$ cat src/rtl/run_log_pkg.sv
// rtl/run_log_pkg.sv - shared constants, tracker states and kind decode for the run event logger
package run_log_pkg;

    localparam logic       RUN_KIND_ZERO      = 1'b0;
    localparam logic       RUN_KIND_ONE       = 1'b1;
    localparam logic [3:0] DET_STATE_ZERO_RUN = 4'd4;
    localparam logic [3:0] DET_STATE_ONE_RUN  = 4'd8;

    typedef enum logic {
        IDLE   = 1'b0,
        ACTIVE = 1'b1
    } trk_state_t;

    // Any detector state other than the one-run state is treated as a zero-run.
    function automatic logic kind_of(input logic [3:0] st);
        case (st)
            DET_STATE_ZERO_RUN: return RUN_KIND_ZERO;
            DET_STATE_ONE_RUN:  return RUN_KIND_ONE;
            default:            return RUN_KIND_ZERO;
        endcase
    endfunction

endpackage

$ cat src/rtl/run_fifo.sv
// rtl/run_fifo.sv - run record FIFO with extra-bit pointers; caller only pushes when there is room
module run_fifo
    import run_log_pkg::*;
#(
    parameter int W     = 9,
    parameter int DEPTH = 4
) (
    input  logic         clk,
    input  logic         reset,
    input  logic         push,
    input  logic         pop,
    input  logic [W-1:0] wdata,
    output logic         full,
    output logic         empty,
    output logic [W-1:0] rdata
);

    localparam int AW = $clog2(DEPTH);

    logic [W-1:0] mem [DEPTH];
    logic [AW:0]  wr_ptr;
    logic [AW:0]  rd_ptr;

    assign empty = (wr_ptr == rd_ptr);
    assign full  = (wr_ptr[AW] != rd_ptr[AW]) && (wr_ptr[AW-1:0] == rd_ptr[AW-1:0]);
    assign rdata = empty ? '0 : mem[rd_ptr[AW-1:0]];

    // Pointer update; wrap is implicit in the AW+1 bit counters.
    always_ff @(posedge clk or posedge reset) begin
        if (reset) begin
            wr_ptr <= '0;
            rd_ptr <= '0;
        end else begin
            if (push)
                wr_ptr <= wr_ptr + (AW+1)'(1);
            if (pop && !empty)
                rd_ptr <= rd_ptr + (AW+1)'(1);
        end
    end

    // Storage write; contents are only observed through rdata when non-empty.
    always_ff @(posedge clk) begin
        if (push)
            mem[wr_ptr[AW-1:0]] <= wdata;
    end

endmodule

$ cat src/rtl/run_event_logger.sv
// rtl/run_event_logger.sv - measures detector runs and queues {kind,len} records; optional RUN_LOG_OVF_CNT_EN adds ovf_cnt
module run_event_logger
    import run_log_pkg::*;
#(
    parameter int LEN_W = 8,
    parameter int DEPTH = 4,
    parameter int CNT_W = 16
) (
    input  logic             clk,
    input  logic             reset,
    input  logic             det_in,
    input  logic [3:0]       det_state,
    output logic             ev_valid,
    input  logic             ev_ready,
    output logic             ev_kind,
    output logic [LEN_W-1:0] ev_len,
    output logic [CNT_W-1:0] ev_count,
    output logic             busy
`ifdef RUN_LOG_OVF_CNT_EN
    ,
    output logic [7:0]       ovf_cnt
`endif
);

    trk_state_t       state, state_next;
    logic [LEN_W-1:0] len, len_next;
    logic             kind, kind_next;
    logic             push_req;
    logic             pop;
    logic             full;
    logic             empty;
    logic             accept;
    logic [LEN_W:0]   head;

    // Tracker registers.
    always_ff @(posedge clk or posedge reset) begin
        if (reset) begin
            state <= IDLE;
            len   <= '0;
            kind  <= RUN_KIND_ZERO;
        end else begin
            state <= state_next;
            len   <= len_next;
            kind  <= kind_next;
        end
    end

    // Run tracking: a kind change while det_in stays high closes one run and opens the next on the same edge.
    always_comb begin
        state_next = state;
        len_next   = len;
        kind_next  = kind;
        push_req   = 1'b0;
        case (state)
            IDLE: begin
                if (det_in) begin
                    state_next = ACTIVE;
                    len_next   = LEN_W'(1);
                    kind_next  = kind_of(det_state);
                end
            end
            ACTIVE: begin
                if (!det_in) begin
                    push_req   = 1'b1;
                    state_next = IDLE;
                    len_next   = '0;
                end else if (kind_of(det_state) != kind) begin
                    push_req   = 1'b1;
                    len_next   = LEN_W'(1);
                    kind_next  = kind_of(det_state);
                end else if (len != '1) begin
                    len_next   = len + LEN_W'(1);
                end
            end
            default: state_next = IDLE;
        endcase
    end

    assign pop    = ev_valid && ev_ready;
    assign accept = push_req && (!full || pop);

    run_fifo #(
        .W     (LEN_W + 1),
        .DEPTH (DEPTH)
    ) u_fifo (
        .clk   (clk),
        .reset (reset),
        .push  (accept),
        .pop   (pop),
        .wdata ({kind, len}),
        .full  (full),
        .empty (empty),
        .rdata (head)
    );

    assign ev_valid         = !empty;
    assign {ev_kind, ev_len} = head;
    assign busy             = (state == ACTIVE);

    // Completed-run counter, counts dropped records too.
    always_ff @(posedge clk or posedge reset) begin
        if (reset)
            ev_count <= '0;
        else if (push_req && ev_count != '1)
            ev_count <= ev_count + CNT_W'(1);
    end

`ifdef RUN_LOG_OVF_CNT_EN
    // Dropped-record counter, saturating.
    always_ff @(posedge clk or posedge reset) begin
        if (reset)
            ovf_cnt <= '0;
        else if (push_req && !accept && ovf_cnt != 8'hff)
            ovf_cnt <= ovf_cnt + 8'd1;
    end
`endif

endmodule

$ cat config.mk
export PLATFORM = sky130hd
export DESIGN_NAME = run_event_logger
export DESIGN_NICKNAME = d
export VERILOG_FILES = /design/src/rtl/run_log_pkg.sv /design/src/rtl/run_fifo.sv /design/src/rtl/run_event_logger.sv
export SDC_FILE = /design/constraint.sdc
export NUM_CORES = 1
export LEC_CHECK = 0
export BUFFER_PORTS_ARGS = -buffer_cell sky130_fd_sc_hd__buf_2
export CORE_MARGIN = 2
export CORE_UTILIZATION = 40
export DETAILED_ROUTE_END_ITERATION = 16
export GPL_ROUTABILITY_DRIVEN = 0
export SETUP_SLACK_MARGIN = 0.3
export SLEW_MARGIN = 20
export SYNTH_ARGS = -nofsm -noshare
export SYNTH_HDL_FRONTEND = slang
export SYNTH_SLANG_ARGS = --single-unit
$ cat constraint.sdc
create_clock -name clk -period 3.7 [get_ports clk]
set_input_delay 0.185 -clock clk [delete_from_list [all_inputs] [get_ports clk]]
set_output_delay 0.185 -clock clk [all_outputs]
set_load 0.03 [all_outputs]
==> summary.md, run 1 <==
| Metric | Value |
|---|---|
| Clock Pin Slew Worst Setup and Hold Paths | 80 ps |
| Total GRT Usage | 14.1% |
| CP startpoint kind | flip-flop |
| First-pass GRT wire length | 9.05 mm |
| Worst-margin pin slew | 914 ps |
| FMAX | about 430 MHz |
| WHS | slightly above 60 ps |
| Final worst-path cycle share | a little over three fifths |
| VDD IR max | approximately 270 uV |
| Synth top area cells | edfxtp_1, dfrtp_1, mux4_2 |
| Mean post-synth cell area | roughly 14 um2 |
| Clock Latency Late Sink | 350 ps |
| Final hold violation count | 0 |
| Initial Util | 41.7% |
| Asr flop ratio synth | 47.1% |
| Root Buffer | clkbuf_8 |
| Antenna violations before repair | 0 |
| CTS sink cnt | 68 |
| CTS tree | built |
| # port buffers | 34 |
| Via density | 5.01 |
| Gr ovfl total | 0 |
| Number of synthesized flops with an enable pin | 36 |
| Die Ht | 91.2 um |
| CTS Hold Buffers Added | 1 |
| Final setup viols | 0 |
| Worst min path class | input pin to flip-flop |
| Vias in the first global route | 1,806 |
| Tmin final | ~2300 ps |
| Worst slew margin | 39.1% |
| CTS Buf Count | 9 |
| # IOs | 35 |
| LEAKAGE | around 1.4 nW |
| Area leader, netlist | edfxtp_1 |
| Die Area | 0.00832 mm2 |
| Crit path required time | 3690 ps |
| Yosys warning total | 0 |
| Count leader, synth | edfxtp_1 |
| Worst-path fanout max | 12 |
| 1st-iter DRT viols | 121 |
| Layout overhead on the synthesized area | 16.2% |
| Worst Setup Path Type | flip-flop to flip-flop |
| Htree depth | 3 |
| Via count | 1,815 |
| Worst hold path cell count | 1 |
| Worst-case clock buffer depth | 2 |
| Max_cap viols | 0 |
| Status | finished clean |
| RR Endpoint | u_fifo.mem[1][0] |
| Largest net degree at the start of global routing | 33 |
| DR WL/cell | around 14 um |
| RSZ-0062 raised after global routing | false |
| Placement Rows | 31 |
| Crit end category | flip-flop |
| Fraction of layout cells with a size suffix above 1 | a little over a quarter |
| Mapped Area | 0.00304 mm2 |
| Number of routed nets with antenna violations | 0 |
| R2R depth | 4 |
| Register bit count reported by yosys | 68 |
| # diodes | 0 |
| Synth Flop Type | edfxtp_1 |
| Worst EP arrival | 2310 ps |
| Top cell types by occurrence after synthesis | edfxtp_1, dfrtp_1, xnor2_1, nand2_1, a21oi_1 |
| Worst Setup SP | u_fifo.rd_ptr[0] |
| Post-Route Setup TNS | 0 ps |
| Pre-antenna DRT Iters | 6 |
| Setup slack, reg-to-reg | 1380 ps |
| Post-layout net count | 273 |
| Core Area | 0.00729 mm2 |
| Post-DP HPWL | 3.55 mm |
| Setup bufs post-CTS | 0 |
| Yosys top cell area share | a little over a third |
| Syn nets | 231 |
| Cells after Synth | 216 |
| Critical path endpoint | u_fifo.mem[1][0] |
| Distinct cells, synth | 37 |
| Pins Over Slew Limit | 0 |
| Pwr/cell area | 731 mW/mm2 |
| Clk_skew | 10.7 ps |
| Register area share after synthesis | roughly three fifths |
| Post-CTS resize count | 0 |
| Worst r2r src | u_fifo.rd_ptr[0] |
| Number of remaining DRC errors | 0 |
| DRT Wirelength | 5.23 mm |
| Die Wd | just over 90 um |
routing by layer:
layer  track usage [%]  vias to the layer above  routed length, um
li1                  -                      885                  -
met1              19.4                      871               2550
met2              20.7                       49               2340
met3              2.90                       10                210
met4              8.33                        0                125
met5                 0                        -                  0
flip-flops by register name, summed over array words and instances (netlist names):
signal / flops
busy: 1
ev_count: 16
kind: 1
len: 8
u_fifo.mem: 36
u_fifo.rd_ptr: 3
u_fifo.wr_ptr: 3
power breakdown:
group          total (W)  internal (W)  leakage, nW  switching, W
logic           0.000876      0.000365        0.550      0.000511
registers        0.00107      0.000922        0.747      0.000146
clock network   0.000638      0.000322        0.101      0.000316
cells in the final DEF (no fill, tap or decap), types with 6 or more instances in the layout:
cell type and count:
edfxtp_1 36, buf_2 34, dfrtp_1 32, xnor2_1 19, nand2_1 12, a21oi_1 10
nand3_1 9, inv_1 9, mux4_2 9, clkbuf_8 9, nand4_1 8, nor2_1 8
ha_1 7, and2b_1 6
worst min-delay path by stage:
stage	from	endpoint	slack, ps
after floorplan	det_in	busy	220
after global placement	reset	u_fifo.rd_ptr[1]	300
after detailed placement	reset	u_fifo.rd_ptr[1]	310
after CTS	det_in	busy	50
after global routing	det_in	busy	70
final	det_in	busy	60
critical path, stage by stage, from the launching register on:
cell      delay, ps
dfrtp_1         790
xor2_1          240
nor4_1           90
a211oi_2        360
and2_1          480
stage by stage:
step,power (W),cells,utilization [%],setup slack [ps],cell area (um2)
global route,0.00273,362,48.5,1160,3530
global placement,0.00197,345,45.5,1370,3320
finish,0.00258,362,48.5,1380,3530
floorplan,0.00174,216,-,1620,3040
detailed placement,0.00198,345,45.5,1320,3320
CTS,0.00262,362,48.5,1300,3530
logic make-up after synthesis:
logic type                 Yosys count  synth area share (%)
AOI/OAI and AO/OA                   23                  5.06
xor gates and xnor gates            23                  6.62
adders and majority gates            7                  2.88
buffers and inverters               15                  2.18
DFF                                 68                  61.9
muxes                               13                  8.14
and+or+nand+nor                     67                  13.2
final cells by class:
cell class	count	area [um2]
Clock inverter	7	81.3
Clock buffer	9	124
Fill cell	701	3760
Multi-Input combinational cell	133	1090
Timing Repair Buffer	37	195
Tap cell	99	124
Sequential cell	68	1880
Inverter	9	33.8
Note: power is estimated with default switching activity, not from simulation.
==> run 2: changes to the inputs <==
==> constraint.sdc (replaced) <==
create_clock -name clk -period 2.4 [get_ports clk]
set_input_delay 0.12 -clock clk [delete_from_list [all_inputs] [get_ports clk]]
set_output_delay 0.12 -clock clk [all_outputs]
set_load 0.03 [all_outputs]
==> run 2 against run 1 <==
  * Global-route usage shrank 0.12 points
  * Clock power grew 42%
  * Cell count is 1.1% higher
  * Critical path type is now flip-flop to output pin
  * Via count fell by 0.83%
  * Die area unchanged
  * Combinational power up 66%
  * Sequential power rose by 46%
  * Core utilization increased by 0.27 points
  * First-iteration DRC count down 9.1%
==> summary.md, run 2 (synthesis gave the netlist of run 1 again) <==
| Metric | Value |
|---|---|
| Worst slew margin | 69.2% (was 39.1%) |
| Die Wd | 91.2 um (unchanged) |
| First-pass GRT wire length | 8.85 mm (was 9.05 mm) |
| CP startpoint kind | flip-flop (unchanged) |
| Crit end category | output pin (was flip-flop) |
| Multi-input logic area | 0.00109 mm2 (about the same) |
| Die Area | 0.00832 mm2 (unchanged) |
| VDD IR max | 457 uV (was 269 uV) |
| Placement Cell Area | 0.00334 mm2 (was 0.00332 mm2) |
| Critical path buffer and inverter count | 2 (was 0) |
| Switching portion of total power | 36.8% (was 37.7%) |
| Worst Setup Path Type | flip-flop to output pin (was flip-flop to flip-flop) |
| Htree depth | 3 (unchanged) |
| Total GRT Usage | 14.0% (was 14.1%) |
| # diodes | 0 (unchanged) |
| Post-layout net count | 277 (was 273) |
| Core Area | 0.00729 mm2 (unchanged) |
| CTS tree | built (unchanged) |
| Via density | 4.92 (was 5.01) |
| Via count | 1,800 (was 1,815) |
| Antenna violations before repair | 0 (unchanged) |
| Commonest non-fill, non-tap cell in the layout | edfxtp_1 (unchanged) |
| Switching pwr | 0.00144 W (was 0.000973 W) |
| Gr ovfl total | 0 (unchanged) |
| Crit path required time | 2280 ps (was 3690 ps) |
| 1st-iter DRT viols | 110 (was 121) |
| Number of remaining DRC errors | 0 (unchanged) |
| Root Buffer | clkbuf_8 (unchanged) |
| Pint | 0.00248 W (was 0.00161 W) |
| Clock Latency Late Sink | 340 ps (was 350 ps) |
| Worst hold path cell count | 3 (was 1) |
| Final setup viols | 0 (unchanged) |
| LEAKAGE | 1.42 nW (was 1.40 nW) |
| Top Family by Delay on Critical Path | multiplexers (was flip-flops) |
| Largest net degree at the start of global routing | 33 (unchanged) |
| Die Ht | 91.2 um (unchanged) |
| Pins Over Slew Limit | 0 (unchanged) |
| FMAX | 512 MHz |
| Pre-antenna DRT Iters | 4 (was 6) |
| Reg area | 0.00188 mm2 (unchanged) |
| Vias in the first global route | 1,772 (was 1,806) |
| Tmin final | 1950 ps |
| Status | finished clean (unchanged) |
| Clk_skew | 6.99 ps (was 10.7 ps) |
| RSZ-0062 raised after global routing | false (unchanged) |
| Initial Util | 41.7% (unchanged) |
| Design Area, Final | 0.00355 mm2 (was 0.00353 mm2) |
| Critical path, cell by cell | buf_4 -> mux4_2 -> and2b_1 -> buf_2 (was xor2_1 -> nor4_1 -> a211oi_2 -> and2_1) |
| Slowest stage cell, crit path | mux4_2 (was dfrtp_1) |
| Max_cap viols | 0 (unchanged) |
| Final cell count without fillers | 366 (was 362) |
| Final hold violation count | 0 (unchanged) |
| Worst EP arrival | 1830 ps (was 2310 ps) |
| Worst-margin pin slew | 462 ps (was 914 ps) |
| Logic pwr share | 36.9% (was 33.9%) |
| Max reg flops | 36 (unchanged) |
| Worst min path class | input pin to flip-flop (unchanged) |
| Worst path max stage delay | 530 ps (was 790 ps) |
| Filler cells | 660 (was 701) |
| CTS sink cnt | 68 (unchanged) |
| R2R depth | 4 (unchanged) |
| Layout overhead on the synthesized area | 16.8% (was 16.2%) |
| Worst-path fanout max | 11 (was 12) |
| Clock Pin Slew Worst Setup and Hold Paths | 70 ps (was 80 ps) |
| DR WL/cell | 14.1 um (was 14.4 um) |
| Final worst-path cycle share | 81.4% |
| Setup slack, reg-to-reg | 460 ps (was 1380 ps) |
| Post-Route Setup TNS | 0 ps (unchanged) |
| Clock power share | 23.1% (was 24.7%) |
| # port buffers | 34 (unchanged) |
| Worst-case clock buffer depth | 2 (unchanged) |
| Fraction of layout cells with a size suffix above 1 | 28.1% (was 27.0%) |
| Most frequent cells in the layout | edfxtp_1, buf_2, dfrtp_1 (unchanged) |
| WP depth | 4 (unchanged) |
| CTS Buf Count | 9 (unchanged) |
| Setup bufs post-CTS | 0 (unchanged) |
| Pwr/cell area | 1100 mW/mm2 (was 731 mW/mm2) |
| Cell count after placement | 348 (was 345) |
| Post-DP HPWL | 3.55 mm (about the same) |
| # IOs | 35 (unchanged) |
| DRT Wirelength | 5.18 mm (was 5.23 mm) |
| Sequential power share | 39.9% (was 41.4%) |
| Number of routed nets with antenna violations | 0 (unchanged) |
| Placement Rows | 31 (unchanged) |
run 2: final cells by class:
type,instances,share of cell area [%]
well taps,99,3.49
clock buffers,9,3.49
clock inverters,7,1.90
inverters,9,0.951
repair buffers,41,6.41
flip-flops and latches,68,53.0
multi-input cells,133,30.8
run 2: worst register-to-register path, delay by kind of cell (launching register included):
kind                      cells  cell delay, ps
xor gates and xnor gates      1             200
DFF                           1             420
and+or+nand+nor               2             560
AOI/OAI and AO/OA             1             400
run 2: through the flow:
step / total power [W] / utilization [%] / worst slack [ps] / hold WS, ps
CTS: 0.00399 / 48.7 / 395 / 71.9
global placement: 0.00305 / 45.8 / 378 / 233
global route: 0.00417 / 48.7 / 329 / 92.8
detailed placement: 0.00307 / 45.8 / 327 / 230
finish: 0.00392 / 48.7 / 446 / 88.6
floorplan: 0.00267 / - / 320 / 151
run 2: power by group through the flow:
stage                     logic (W)  clock network [W]  registers, W
after detailed placement    0.00148                  0       0.00159
after global routing        0.00159           0.000989       0.00159
after CTS                   0.00148           0.000935       0.00157
final                       0.00145           0.000907       0.00156
after floorplan             0.00100                  0       0.00166
after global placement      0.00147                  0       0.00159
run 2: worst paths after layout:
kind,start,end
setup / recovery,u_fifo.rd_ptr[0],ev_kind
hold / removal,ev_ready,u_fifo.rd_ptr[0]
setup reg to reg,u_fifo.wr_ptr[0],u_fifo.mem[1][4]
hold reg to reg,u_fifo.wr_ptr[2],u_fifo.wr_ptr[2]
max in group asynchronous,reset,ev_count[9]
min in group asynchronous,reset,u_fifo.rd_ptr[0]
run 2: timing repair:
item / in CTS / in global routing
endpoints found under the hold margin: 33 / 0
hold buffers: 2 / 0
setup endpoints to repair: 0 / 9
gates resized for setup: 0 / 1
run 2: routing by layer:
layer	vias up	share of wire (%)	global-route usage, %
li1	887	-	-
met1	871	49	18.7
met2	35	45	20.6
met3	7	4.1	4.56
met4	0	1.6	6.82
met5	-	0	0
==> run 3: changes to the inputs <==
--- a/config.mk
+++ b/config.mk
@@ -5,6 +5,7 @@
 export SDC_FILE = /design/constraint.sdc
 export NUM_CORES = 1
 export LEC_CHECK = 0
+export ABC_AREA = 1
 export BUFFER_PORTS_ARGS = -buffer_cell sky130_fd_sc_hd__buf_2
 export CORE_MARGIN = 2
 export CORE_UTILIZATION = 40
==> constraint.sdc (replaced) <==
create_clock -name clk -period 1.98 [get_ports clk]
set_input_delay 0.099 -clock clk [delete_from_list [all_inputs] [get_ports clk]]
set_output_delay 0.099 -clock clk [all_outputs]
set_load 0.03 [all_outputs]
==> run 3 against run 2 <==
  * Combinational power grew 100%
  * Critical endpoint is now ev_len[7]
  * Non-clock buffer count rose by 19
  * Wire length grew 48%
  * Via count up 47%
  * Register-to-register slack worse by 110 ps
  * Clock skew up 6.8 ps
  * Sequential share of layout area down 9.6 points
  * Worst setup slack worse by 190 ps
  * Largest power group is now combinational logic
  * Flip-flop and latch count unchanged
==> summary.md, run 3 <==
| Metric | Value |
|---|---|
| Via count | 2,639 (was 1,800) |
| Initial Util | 41.4% (was 41.7%) |
| Critical path buffer and inverter count | 4 (was 2) |
| Final setup viols | 0 (unchanged) |
| Syn nets | 385 (was 231) |
| Tmin final | 1720 ps |
| RSZ-0062 raised after global routing | true (was false) |
| Sequential power share | 31.9% (was 39.9%) |
| Synth Flop Type | edfxtp_1 (unchanged) |
| Worst-path fanout max | 4 (was 11) |
| Global routing usage on met2 | 25.8% (was 20.6%) |
| Commonest non-fill, non-tap cell in the layout | nand2_1 (was edfxtp_1) |
| Worst-margin pin slew | 436 ps (was 462 ps) |
| Worst-case clock buffer depth | 2 (unchanged) |
| DRT Wirelength | 7.68 mm (was 5.18 mm) |
| Compound-Gate Fraction of Synth Area | 4.59% (was 5.06%) |
| Post-layout net count | 449 (was 277) |
| Number of remaining DRC errors | 0 (unchanged) |
| Total GRT Usage | 17.1% (was 14.0%) |
| Largest family of logic cells by synthesized area | simple AND/OR/NAND/NOR gates (unchanged) |
| CTS tree | built (unchanged) |
| Layout overhead on the synthesized area | 28.0% (was 16.8%) |
| Mean post-synth cell area | 9.20 um2 (was 14.1 um2) |
| Post-Synth Simple-Gate Area | 26.5% (was 13.2%) |
| Worst slew margin | 70.9% (was 69.2%) |
| Clk_skew | 13.8 ps (was 6.99 ps) |
| Slowest stage cell, crit path | dfrtp_2 (was mux4_2) |
| Pins Over Slew Limit | 0 (unchanged) |
| Critical path, cell by cell | buf_4 -> clkbuf_16 -> o21ai_0 -> o32ai_1 -> nand2_1 -> inv_1 -> buf_6 (was buf_4 -> mux4_2 -> and2b_1 -> buf_2) |
| Place WS | 97.6 ps (was 327 ps) |
| Clock Latency Late Sink | 340 ps (about the same) |
| Met1 Use GR | 24.5% (was 18.7%) |
| Status | finished clean (unchanged) |
| Pwr/cell area | 1360 mW/mm2 (was 1100 mW/mm2) |
| Power, Total | 0.00594 W (was 0.00392 W) |
| Final cell count without fillers | 544 (was 366) |
| Root Buffer | clkbuf_8 (unchanged) |
| Most frequent cells in the layout | nand2_1, nor2_1, edfxtp_1 (was edfxtp_1, buf_2, dfrtp_1) |
| Antenna violations before repair | 0 (unchanged) |
| Count leader, synth | nand2_1 (was edfxtp_1) |
| Number of synthesized flops with an enable pin | 36 (unchanged) |
| Largest net degree at the start of global routing | 33 (unchanged) |
| Max reg flops | 36 (unchanged) |
| Distinct cells, synth | 29 (was 37) |
| Core Area | 0.00822 mm2 (was 0.00729 mm2) |
| Crit path required time | 1880 ps (was 2280 ps) |
| Clock power share | 18.4% (was 23.1%) |
| Top cell types by occurrence after synthesis | nand2_1, nor2_1, edfxtp_1, dfrtp_1, inv_1 (was edfxtp_1, dfrtp_1, xnor2_1, nand2_1, a21oi_1) |
| Number of routed nets with antenna violations | 0 (unchanged) |
| Die Ht | 96.3 um (was 91.2 um) |
| Cells after Synth | 370 (was 216) |
| # IOs | 35 (unchanged) |
| Crit end category | output pin (unchanged) |
| Pint | 0.00354 W (was 0.00248 W) |
| Post-synthesis adder-cell area fraction | 2.57% (was 2.88%) |
| Asr flop ratio synth | 47.1% (unchanged) |
| Met3 GRT Util | 3.29% (was 4.56%) |
| Yosys warning total | 0 (unchanged) |
| Post-DP HPWL | 4.80 mm (was 3.55 mm) |
| 1st-iter DRT viols | 102 (was 110) |
| DR WL/cell | 14.1 um (about the same) |
| Worst Slack Setup Final | 257 ps (was 446 ps) |
| First-pass GRT wire length | 12.0 mm (was 8.85 mm) |
| Die Area | 0.00927 mm2 (was 0.00832 mm2) |
| Placement Rows | 33 (was 31) |
| CTS Buf Count | 9 (unchanged) |
| Gr busiest metal | met2 (unchanged) |
| Worst path max stage delay | 450 ps (was 530 ps) |
| Vias in the first global route | 2,461 (was 1,772) |
| Clock Pin Slew Worst Setup and Hold Paths | 70 ps (about the same) |
| Util after Layout | 53.1% (was 48.7%) |
| Register bit count reported by yosys | 68 (unchanged) |
| Mux contribution to synthesized area | 0% (was 8.14%) |
| Logic pwr share | 49.7% (was 36.9%) |
| Register area share after synthesis | 55.3% (was 61.9%) |
| Top Family by Delay on Critical Path | buffers and inverters (was multiplexers) |
| Worst EP arrival | 1620 ps (was 1830 ps) |
| # diodes | 0 (unchanged) |
| VDD IR max | 550 uV (was 457 uV) |
| LEAKAGE | 2.02 nW (was 1.42 nW) |
| Worst min path class | input pin to flip-flop (unchanged) |
| Pre-antenna DRT Iters | 4 (unchanged) |
| CP startpoint kind | flip-flop (unchanged) |
| Yosys top cell area share | 31.7% (was 35.5%) |
| Max_cap viols | 0 (unchanged) |
| Fraction of layout cells with a size suffix above 1 | 26.7% (was 28.1%) |
| Synth top area cells | edfxtp_1, dfrtp_1, nand2_1 (was edfxtp_1, dfrtp_1, mux4_2) |
| Htree depth | 3 (unchanged) |
| CTS sink cnt | 68 (unchanged) |
| Die Wd | 96.3 um (was 91.2 um) |
| Worst Setup Path Type | flip-flop to output pin (unchanged) |
| FMAX | 580 MHz |
| # port buffers | 34 (unchanged) |
| Setup slack, reg-to-reg | 350 ps (was 460 ps) |
| Switching portion of total power | 40.4% (was 36.8%) |
| Switching pwr | 0.00240 W (was 0.00144 W) |
| Final hold violation count | 0 (unchanged) |
| Post-Route Setup TNS | 0 ps (unchanged) |
| Synth Area in XOR/XNOR | 5.40% (was 6.62%) |
| Mapped Area | 0.00341 mm2 (was 0.00304 mm2) |
| Final worst-path cycle share | 87.0% |
| Via density | 4.85 (was 4.92) |
| Gr ovfl total | 0 (unchanged) |
| Cell count after placement | 505 (was 348) |
| Area leader, netlist | edfxtp_1 (unchanged) |
run 3: cell types whose count changed after synthesis, sizes merged, moves of 9 or more:
| cell | before | now |
|---|---|---|
| o32ai | 0 | 9 |
| mux4 | 9 | 0 |
| inv | 9 | 32 |
| nand2 | 12 | 119 |
| xnor2 | 19 | 10 |
| nor2 | 8 | 54 |
run 3: path summary, 6_finish.rpt:
path                                   from               end  depth (start not counted)
max                        u_fifo.rd_ptr[0]         ev_len[7]                          7
min                            det_state[1]              kind                          4
max reg2reg                u_fifo.rd_ptr[0]  u_fifo.mem[2][3]                          6
min reg2reg                     ev_count[1]       ev_count[1]                          2
max in group asynchronous             reset              busy                          4
min in group asynchronous             reset  u_fifo.rd_ptr[1]                          4
run 3: metrics by stage:
step                      cell area (um2)  hold slack, ps
after global placement               3730             225
after floorplan                      3440             130
after detailed placement             3730             218
after global routing                 4360            88.2
after CTS                            4150            47.3
final                                4360            59.3
run 3: cell families (layout without fill, tap and decap cells):
group,after synthesis,count (layout)
AOI/OAI and AO/OA,24,24
xor gates and xnor gates,21,21
adders and majority gates,7,7
buffers and inverters,44,111
DFF,68,68
and+or+nand+nor,206,208
run 3: area by class of cell:
type | instances | area (um2)
repair inverters | 2 | 22.5
well taps | 105 | 131
fillers | 761 | 3860
repair buffers | 60 | 520
flip-flops and latches | 68 | 1890
clock buffers | 11 | 131
clock inverters | 5 | 52.6
multi-input cells | 260 | 1460
inverters | 33 | 150
run 3: per-layer routing:
layer | up-vias | routed length (um)
li1 | 1340 | -
met1 | 1236 | 3790
met2 | 55 | 3500
met3 | 8 | 291
met4 | 0 | 103
met5 | - | 0
run 3: what timing repair did:
action,in CTS,in global routing
resized for setup,29,23
endpoints found under the hold margin,33,0
buffers inserted,8,7
pin swaps,12,13
hold buffers,2,0
setup endpoints to repair,46,57
gates cloned,1,5
run 3: power groups by stage:
stage               clock, W  sequential, W  combinational (W)
CTS                  0.00112        0.00188            0.00253
finish               0.00109        0.00189            0.00295
detailed placement         0        0.00191            0.00201
global placement           0        0.00190            0.00198
floorplan                  0        0.00197            0.00145
global route         0.00117        0.00192            0.00321
run 3: worst reg2reg max path: stages (launching register included):
cell and delay [ps]:
dfrtp_2 450, xor2_1 190, nor2_2 90, nand2_2 140, nand3_4 170, nor2_4 170
buf_12 140
